## src/rtl/io_timer_pkg.sv

```systemverilog
// Shared IOMEM timer definitions: register offsets, CTRL bit positions and the
// IOMEM window constants that the memory controller decode also relies on.
package io_timer_pkg;
  localparam logic [7:0]  IOMEM_BASE = 8'h08;
  localparam int unsigned IOMEM_SIZE = 8;
  localparam int unsigned IOMEM_AW   = $clog2(IOMEM_SIZE);

  typedef enum logic [2:0] {
    OFS_CTRL   = 3'd0,
    OFS_CNT_LO = 3'd1,
    OFS_CNT_HI = 3'd2,
    OFS_CMP_LO = 3'd3,
    OFS_CMP_HI = 3'd4,
    OFS_STATUS = 3'd5,
    OFS_RSVD6  = 3'd6,
    OFS_RSVD7  = 3'd7
  } reg_ofs_e;

  localparam int unsigned CTRL_EN     = 0;
  localparam int unsigned CTRL_AUTO   = 1;
  localparam int unsigned CTRL_IE     = 2;
  localparam int unsigned CTRL_PS_LSB = 4;

  function automatic logic in_window(input logic [7:0] addr, input logic [7:0] base);
    return addr[7:IOMEM_AW] == base[7:IOMEM_AW];
  endfunction
endpackage

```

## src/rtl/io_timer_prescaler.sv

```systemverilog
// Power-of-two prescaler: emits a one-cycle tick every 2^ps running cycles.
module io_prescaler #(
  parameter int unsigned PS_BITS = 3
) (
  input  logic               clk,
  input  logic               reset,
  input  logic               run,
  input  logic               clr,
  input  logic [PS_BITS-1:0] ps,
  output logic               tick
);
  localparam int unsigned PRE_W = (1 << PS_BITS) - 1;

  logic [PRE_W-1:0] pre_q, pre_d, mask;

  always_comb begin
    mask  = ~({PRE_W{1'b1}} << ps);
    tick  = run && (pre_q == mask);
    pre_d = pre_q;
    if (clr || tick) begin
      pre_d = '0;
    end else if (run) begin
      pre_d = pre_q + PRE_W'(1);
    end
  end

  always_ff @(posedge clk) begin
    if (reset) begin
      pre_q <= '0;
    end else begin
      pre_q <= pre_d;
    end
  end
endmodule

```

## src/rtl/io_timer.sv

```systemverilog
// Memory-mapped 16-bit timer/counter in the IOMEM window, with compare-match
// interrupt and the same read/write timing as the core register file.
module io_timer
  import io_timer_pkg::*;
#(
  parameter logic [7:0]  BASE_ADDR = IOMEM_BASE,
  parameter int unsigned PS_BITS   = 3
) (
  input  logic       clk,
  input  logic       reset,
  input  logic       pause,
  input  logic [7:0] writeaddr,
  input  logic [7:0] writedata,
  input  logic       write_en,
  input  logic [7:0] readaddr,
  output logic [7:0] readdata,
  output logic       sel,
  output logic       irq
);
  logic               en_q, en_d, auto_q, auto_d, ie_q, ie_d;
  logic [PS_BITS-1:0] ps_q, ps_d;
  logic [15:0]        count_q, count_d, cmp_q, cmp_d;
  logic               match_q, match_d;
  logic [7:0]         hi_shadow_q, hi_shadow_d, hi_wbuf_q, hi_wbuf_d;
  logic [7:0]         raddr_q, raddr_d, waddr_q, waddr_d, wdata_q, wdata_d;
  logic               we_q, we_d;

  logic       wr_hit, ctrl_wr, run, tick, bypass;
  reg_ofs_e   wofs, rofs;
  logic [7:0] ctrl_rd, reg_rd;

  assign wr_hit  = write_en && in_window(writeaddr, BASE_ADDR);
  assign wofs    = reg_ofs_e'(writeaddr[2:0]);
  assign ctrl_wr = wr_hit && (wofs == OFS_CTRL);
  // A CTRL write that clears en must already block the tick on its own edge.
  assign run     = en_q && !pause && !(ctrl_wr && !writedata[CTRL_EN]);
  assign irq     = ie_q && match_q;

  io_prescaler #(.PS_BITS(PS_BITS)) u_prescaler (
    .clk   (clk),
    .reset (reset),
    .run   (run),
    .clr   (ctrl_wr),
    .ps    (ps_q),
    .tick  (tick)
  );

  always_comb begin
    en_d        = en_q;
    auto_d      = auto_q;
    ie_d        = ie_q;
    ps_d        = ps_q;
    count_d     = count_q;
    cmp_d       = cmp_q;
    match_d     = match_q;
    hi_wbuf_d   = hi_wbuf_q;
    hi_shadow_d = hi_shadow_q;
    raddr_d     = raddr_q;
    waddr_d     = waddr_q;
    wdata_d     = wdata_q;
    we_d        = we_q;
    if (wr_hit) begin
      case (wofs)
        OFS_CTRL: begin
          en_d   = writedata[CTRL_EN];
          auto_d = writedata[CTRL_AUTO];
          ie_d   = writedata[CTRL_IE];
          ps_d   = writedata[CTRL_PS_LSB +: PS_BITS];
        end
        OFS_CNT_HI: hi_wbuf_d = writedata;
        OFS_CMP_LO: cmp_d[7:0] = writedata;
        OFS_CMP_HI: cmp_d[15:8] = writedata;
        OFS_STATUS: if (writedata[0]) match_d = 1'b0;
        default: ;
      endcase
    end
    // Match set is applied after W1C so a coincident set wins.
    if (wr_hit && (wofs == OFS_CNT_LO)) begin
      count_d = {hi_wbuf_q, writedata};
    end else if (tick) begin
      count_d = count_q + 16'd1;
      if (count_q == cmp_q) begin
        match_d = 1'b1;
        if (auto_q) count_d = '0;
      end
    end
    if (!pause) begin
      raddr_d = readaddr;
      waddr_d = writeaddr;
      wdata_d = writedata;
      we_d    = write_en;
      if (in_window(readaddr, BASE_ADDR) && (reg_ofs_e'(readaddr[2:0]) == OFS_CNT_LO)) begin
        hi_shadow_d = count_d[15:8];
      end
    end
  end

  always_comb begin
    rofs    = reg_ofs_e'(raddr_q[2:0]);
    ctrl_rd = '0;
    ctrl_rd[CTRL_EN]   = en_q;
    ctrl_rd[CTRL_AUTO] = auto_q;
    ctrl_rd[CTRL_IE]   = ie_q;
    ctrl_rd[CTRL_PS_LSB +: PS_BITS] = ps_q;
    case (rofs)
      OFS_CTRL:   reg_rd = ctrl_rd;
      OFS_CNT_LO: reg_rd = count_q[7:0];
      OFS_CNT_HI: reg_rd = hi_shadow_q;
      OFS_CMP_LO: reg_rd = cmp_q[7:0];
      OFS_CMP_HI: reg_rd = cmp_q[15:8];
      OFS_STATUS: reg_rd = {7'd0, match_q};
      default:    reg_rd = 8'h00;
    endcase
    // STATUS and CNT_HI never bypass: their read value differs from what was written.
    bypass   = we_q && (waddr_q == raddr_q) && (rofs != OFS_STATUS) && (rofs != OFS_CNT_HI);
    sel      = in_window(raddr_q, BASE_ADDR);
    readdata = !sel ? 8'h00 : (bypass ? wdata_q : reg_rd);
  end

  always_ff @(posedge clk) begin
    if (reset) begin
      en_q        <= 1'b0;
      auto_q      <= 1'b0;
      ie_q        <= 1'b0;
      ps_q        <= '0;
      count_q     <= '0;
      cmp_q       <= 16'hFFFF;
      match_q     <= 1'b0;
      hi_wbuf_q   <= '0;
      hi_shadow_q <= '0;
      raddr_q     <= '0;
      waddr_q     <= '0;
      wdata_q     <= '0;
      we_q        <= 1'b0;
    end else begin
      en_q        <= en_d;
      auto_q      <= auto_d;
      ie_q        <= ie_d;
      ps_q        <= ps_d;
      count_q     <= count_d;
      cmp_q       <= cmp_d;
      match_q     <= match_d;
      hi_wbuf_q   <= hi_wbuf_d;
      hi_shadow_q <= hi_shadow_d;
      raddr_q     <= raddr_d;
      waddr_q     <= waddr_d;
      wdata_q     <= wdata_d;
      we_q        <= we_d;
    end
  end
endmodule

```

## config.mk

```make
export PLATFORM = sky130hd
export DESIGN_NAME = io_timer
export DESIGN_NICKNAME = d
export VERILOG_FILES = /design/src/rtl/io_timer_pkg.sv /design/src/rtl/io_timer_prescaler.sv /design/src/rtl/io_timer.sv
export SDC_FILE = /design/constraint.sdc
export NUM_CORES = 1
export LEC_CHECK = 0
export ABC_CLOCK_PERIOD_IN_PS = 4000
export CORE_MARGIN = 2
export CORE_UTILIZATION = 58
export DETAILED_ROUTE_END_ITERATION = 12
export GPL_TIMING_DRIVEN = 1
export PLACE_DENSITY_LB_ADDON = 0.05
export SYNTH_ARGS = -nofsm -noshare
export SYNTH_HDL_FRONTEND = slang
export SYNTH_HIERARCHICAL = 1
export SYNTH_SLANG_ARGS = --single-unit
```

## constraint.sdc

```tcl
create_clock -name clk -period 4 [get_ports clk]
set_clock_uncertainty 0.2 [all_clocks]
set_input_delay 0.6 -clock clk [delete_from_list [all_inputs] [get_ports clk]]
set_output_delay 0.6 -clock clk [all_outputs]
set_load 0.02 [all_outputs]
```

==> results.toml, run 1 <==
[sta]
fmax_ghz = 0.265
whs_ns = 0.281
worst_pin_slew_ns = 0.817
setup_violations = 0
final.min_clock_period_ns = 3.77
finalHoldViolations = 0
maxSlewViolCount = 0
layout_worst_path_cycle_share = 0.944
rsz0062_at_grt = "false"
layout_setup_ws_ns = 0.225
setup_tns_ns = 0
max_slew_margin = 0.455

[power]
power.total_mw = 1.68
leakagePower_nw = 1.87
irDropWorstVdd_mv = 0.223
power_density_nw_per_um2 = 319

[yosys]
syn-instance-count = 511
seq_area_frac_synth = 0.376
ys_ff_latch = 87
synth_top_cell_area_share = 0.376
syn_nets = 541
syn-cell-area_um2 = 4630
synth-simple-area-share = 0.225
synthFlopType = "dfxtp_1"
synth_cell_types = 62
synthAdderAreaFrac = 0.00541
yosysWarnings = 6
synth_top_family_by_area = "simple AND/OR/NAND/NOR gates"
yosysTopAreaCell = "dfxtp_1"
synthArstFlopShare = 0
synth_edf_count = 0
synthMuxAreaShare = 0.100
synth_area_per_cell_um2 = 9.06
synthXorXnorAreaFrac = 0.0889
synth_compound_area_frac = 0.158
synth_area_leaders = "dfxtp_1 38%, mux2i_1 9.5%, xnor2_1 7.2%"

[route]
vias = 3966
drc = 0
routedWlPerCell_um = 18.8
wl_mm = 12.2
dr.pass1.iters = 5
drt_iter0_drc = 375
ant_nets = 0
viasPerCell = 6.11

[grt]
grt_max_degree = 46
grt_pass1_wl_mm = 20.0
antenna_found_initial = 0
grtUsageTotal = 0.297
grt_pass1_vias = 3869
grt-ovfl-total = 0

[clocking]
cts.path.max_buffers = 2
post-cts-setup-buffer-count = 0
hold_buffers = 0
numCtsBuffers = 9
cts_resized = 0
clk_pin_slew_ns = 0.09
clock_latency_ns = 0.36
cts-root-buf = "clkbuf_8"
cts.sinks = 87
cts_tree = "built"
cts_max_level = 3

[setup_path]
worstPathCellList = "xnor2_1 -> nand2_1 -> nor4_2 -> buf_4 -> nand2_1 -> a21oi_1 -> clkdlybuf4s50_1"
end_kind = "primary output"
cp.arrival_ns = 2.97
path_buf_inv = 2
crit_top_cell = "nand2_1"
slowest_stage = "dfxtp_1"
critical_path_class = "reg2out"
cpPeakStageDelay_ns = 0.74
cp_top_family = "buffers and inverters"
critical_path_depth = 7
rr_worst_depth = 10
required_ns = 3.20
crit_path_start_kind = "flip-flop"
cp_max_fo = 16

[die]
dieArea_um2 = 8710
initial_core_util = 0.599
core_um2 = 7730
fp-row-count = 32
ios = 38
die_y_um = 93.3
dieWidth_um = 93.3

[cells_and_area]
antenna_cells = 0
fin_cells = 649
final_util = 0.679
final_cell_mix = "87 x dfxtp_1, 70 x nor2_1, 44 x mux2i_1, 43 x nand2_1, 38 x xnor2_1"
drive_gt1_frac = 0.0914
synthToLayoutAreaGrowth_pct = 13.4
stdcell_area_um2 = 5250
layout_commonest_cell = "dfxtp_1"
finalNetCount = 572

[worst_hold_path]
hp-class = "reg2reg"
whs_path_depth = 2

[placement]
placed_area_um2 = 5050
place_ws_ns = 0.0530
dpl.cell_count = 633
hpwl_mm = 8.71
gp_congestion = 0.902
io_buffers = 37

[run_status]
run_status = "complete, no violations"

[run]
drv_cap = 0
## cell families (layout without fill, tap and decap cells)
| group | after synthesis | count (layout) |
|---|---|---|
| simple gates | 196 | 196 |
| fa+ha+maj | 2 | 2 |
| compound gates | 95 | 95 |
| buf+inv | 39 | 75 |
| xor+xnor | 47 | 47 |
| flops | 87 | 87 |
| mux | 45 | 45 |
## Yosys cell counts, types with 2 or more instances
cell       instances
a211o_1           16
nand2b_1           2
and2_1             2
ha_1               2
nor4b_4            2
a21oi_1           21
nand3_1           10
xnor2_1           38
nor2b_1           14
nor2_1            70
inv_1              5
nand2_1           43
nand4_1           12
and3_1            14
dfxtp_1           87
a211oi_1           8
buf_6              4
nand3b_1           3
a31oi_1            2
nor4_1             3
buf_1              3
a221oi_1           7
a22oi_1           11
xor2_1             9
buf_2              8
a2111oi_0          6
o22ai_1            6
clkbuf_1          11
and4_1             3
o21ai_0            7
nor3_1             3
buf_4              5
mux2i_1           44
and2_2             2
## per-layer routing
layer  global-route usage  wire length (µm)  up-vias
met5                    0                 0        -
met4                0.113               337        0
met3               0.0467               739       30
met2                0.471              5670      155
met1                0.407              5470     1891
li1                     -                 -     1890
## path summary, 6_finish.rpt
path              startpoint        endpoint  slack (ns)
setup / recovery  raddr_q[2]     readdata[5]        0.23
hold / removal          ie_q            ie_q        0.28
setup reg to reg     ps_q[1]  hi_shadow_q[6]        0.89
hold reg to reg         ie_q            ie_q        0.28
## flip-flops by register name, indices dropped and copies added (netlist names)
signal / count
waddr_q: 8
u_prescaler/pre_q: 7
ps_q: 3
match_q: 1
wdata_q: 8
en_q: 1
count_q: 16
we_q: 1
raddr_q: 8
ie_q: 1
auto_q: 1
hi_shadow_q: 8
cmp_q: 16
hi_wbuf_q: 8
## where the power goes
| part | switching [mW] | internal, mW | leakage, nW |
|---|---|---|---|
| logic | 0.0834 | 0.0711 | 1.07 |
| registers | 0.0151 | 0.881 | 0.706 |
| clock network | 0.316 | 0.309 | 0.0932 |
## worst min-delay path, stage by stage (launching register included)
cell and delay (ns):
dfxtp_1 0.33, nand2_1 0.06, a21oi_1 0.05
## final cells by class
cell class                      count  area (µm²)
Fill cell                         650        2480
Tap cell                          102         128
Sequential cell                    87        1740
Clock inverter                      4        53.8
Clock buffer                       12         145
Timing Repair Buffer               53         485
Multi-Input combinational cell    385        2670
Inverter                            6        22.5
(Power assumes the default switching activity.)
==> inputs of run 2 (changes only) <==
CTS_CLUSTER_DIAMETER = 80   (was unset)
==> results of run 2 <==
Same layout as run 1: the final DEF is identical, and so are final timing and power.
==> inputs of run 3 (changes only) <==
CTS_CLUSTER_SIZE = 25   (was unset)
PLACE_DENSITY = 0.8   (was unset)
PLACE_DENSITY_LB_ADDON = unset   (was 0.05)
SKIP_LAST_GASP = 1   (was unset)
==> run 3 against run 2 <==
Against the previous run: utilization is 0.40 points higher; first-iteration DRC count is 13% lower; critical path type unchanged; non-clock buffer count unchanged; die area unchanged.
==> results.toml, run 3 (same netlist as run 1, synthesis figures left out) <==
[power]
p_comb_frac = 0.089
leakagePower_nw = 1.88
swShare = 0.242
power_density_nw_per_um2 = 331
switchingPower_mw = 0.424
p_clk_frac = 0.397
power_frac_seq = 0.515
power.total_mw = 1.75
intPower_mw = 1.32
irDropWorstVdd_mv = 0.221

[route]
wl_mm = 12.1
vias = 4000
drc = 0
routedWlPerCell_um = 18.6
viasPerCell = 6.16
drt_iter0_drc = 325
ant_nets = 0
dr.pass1.iters = 8

[placement]
place_ws_ns = -0.0184
dpl.cell_count = 633
placed_area_um2 = 5050
io_buffers = 37
hpwl_mm = 8.62
gp_congestion = 0.990

[clocking]
numCtsBuffers = 9
cts_resized = 0
cts.path.max_buffers = 2
hold_buffers = 0
clock_latency_ns = 0.35
clk_pin_slew_ns = 0.09
post-cts-setup-buffer-count = 0
cts-root-buf = "clkbuf_8"
cts.sinks = 87
cts_max_level = 3
cts_tree = "built"

[sta]
rsz0062_at_grt = "false"
setup_tns_ns = 0
layout_setup_ws_ns = 0.238
final.min_clock_period_ns = 3.76
maxSlewViolCount = 0
layout_worst_path_cycle_share = 0.941
setup_violations = 0
whs_ns = 0.294
finalHoldViolations = 0
max_slew_margin = 0.294
fmax_ghz = 0.266
worst_pin_slew_ns = 1.06

[grt]
grt_max_degree = 59
grtUsageTotal = 0.291
grt_pass1_vias = 3848
grt_pass1_wl_mm = 19.5
antenna_found_initial = 0
grt-ovfl-total = 0

[setup_path]
startpoint = "raddr_q[0]"
crit_path_start_kind = "flip-flop"
cpPeakStageDelay_ns = 0.77
worstPathCellList = "xnor2_1 -> nand4_1 -> nor4_2 -> buf_4 -> nand2_1 -> a21oi_1 -> clkdlybuf4s50_1"
r2r_slack_ns = 0.89
slowest_stage = "dfxtp_1"
path_buf_inv = 2
required_ns = 3.20
rr_worst_depth = 10
critical_path_class = "reg2out"
reg2reg_from = "ps_q[1]"
critical_path_depth = 7
cp.arrival_ns = 2.96
cp_max_fo = 21
end_kind = "primary output"
timing.rr.end = "hi_shadow_q[7]"
crit_path_end = "readdata[4]"
cp_top_family = "buffers and inverters"

[die]
fp-row-count = 32
die_y_um = 93.3
dieArea_um2 = 8710
core_um2 = 7730
dieWidth_um = 93.3
initial_core_util = 0.599
ios = 38

[cells_and_area]
multiInputGateArea_um2 = 2670
antenna_cells = 0
regArea_um2 = 1740
layout_commonest_cell = "dfxtp_1"
final_util = 0.683
nFillCells = 623
finalNetCount = 572
stdcell_area_um2 = 5280
drive_gt1_frac = 0.0951
fin_cells = 649
top_regs = "cmp_q: 16 flops, count_q: 16 flops"
final_cell_mix = "87 x dfxtp_1, 70 x nor2_1, 44 x mux2i_1, 43 x nand2_1, 38 x xnor2_1"
synthToLayoutAreaGrowth_pct = 14.1

[worst_hold_path]
hp-class = "reg2reg"

[run]
drv_cap = 0

[run_status]
run_status = "complete, no violations"
-- run 3: cell types whose count changed in the layout (fill, tap and decap cells not counted), sizes merged --
cell    delta
clkbuf     -2
bufinv     +1
clkinv     +1
-- run 3: routing by layer --
metal / vias to the layer above / global-route usage / routed length [µm]
li1: 1893 / - / -
met1: 1904 / 0.388 / 5220
met2: 167 / 0.468 / 5620
met3: 36 / 0.0467 / 810
met4: 0 / 0.120 / 413
met5: - / 0 / 0
-- run 3: worst min-delay path by stage --
stage                     endpoint  cells after the start      startpoint
global route        hi_shadow_q[0]                      2  hi_shadow_q[0]
floorplan                     en_q                      2            en_q
detailed placement            en_q                      2            en_q
global placement              en_q                      2            en_q
CTS                 hi_shadow_q[0]                      2  hi_shadow_q[0]
finish              hi_shadow_q[0]                      2  hi_shadow_q[0]
-- run 3: cell type report --
class / instances / share of cell area
Inverter: 6 / 0.00427
Clock buffer: 10 / 0.0261
Sequential cell: 87 / 0.330
Clock inverter: 6 / 0.0175
Multi-Input combinational cell: 385 / 0.506
Tap cell: 102 / 0.0242
Timing Repair Buffer: 53 / 0.0919
-- run 3: power by group through the flow --
stage	logic, mW	registers [mW]	clock network, mW
floorplan	0.0912	0.910	0
finish	0.155	0.900	0.693
CTS	0.153	0.900	0.700
global placement	0.149	0.919	0
detailed placement	0.152	0.920	0
global route	0.166	0.903	0.738
-- run 3: tightest hold or removal path: cells and delay by family, from the launching register on --
family	cells	cell delay, ns
simple gates	1	0.07
compound gates	1	0.06
flops	1	0.32
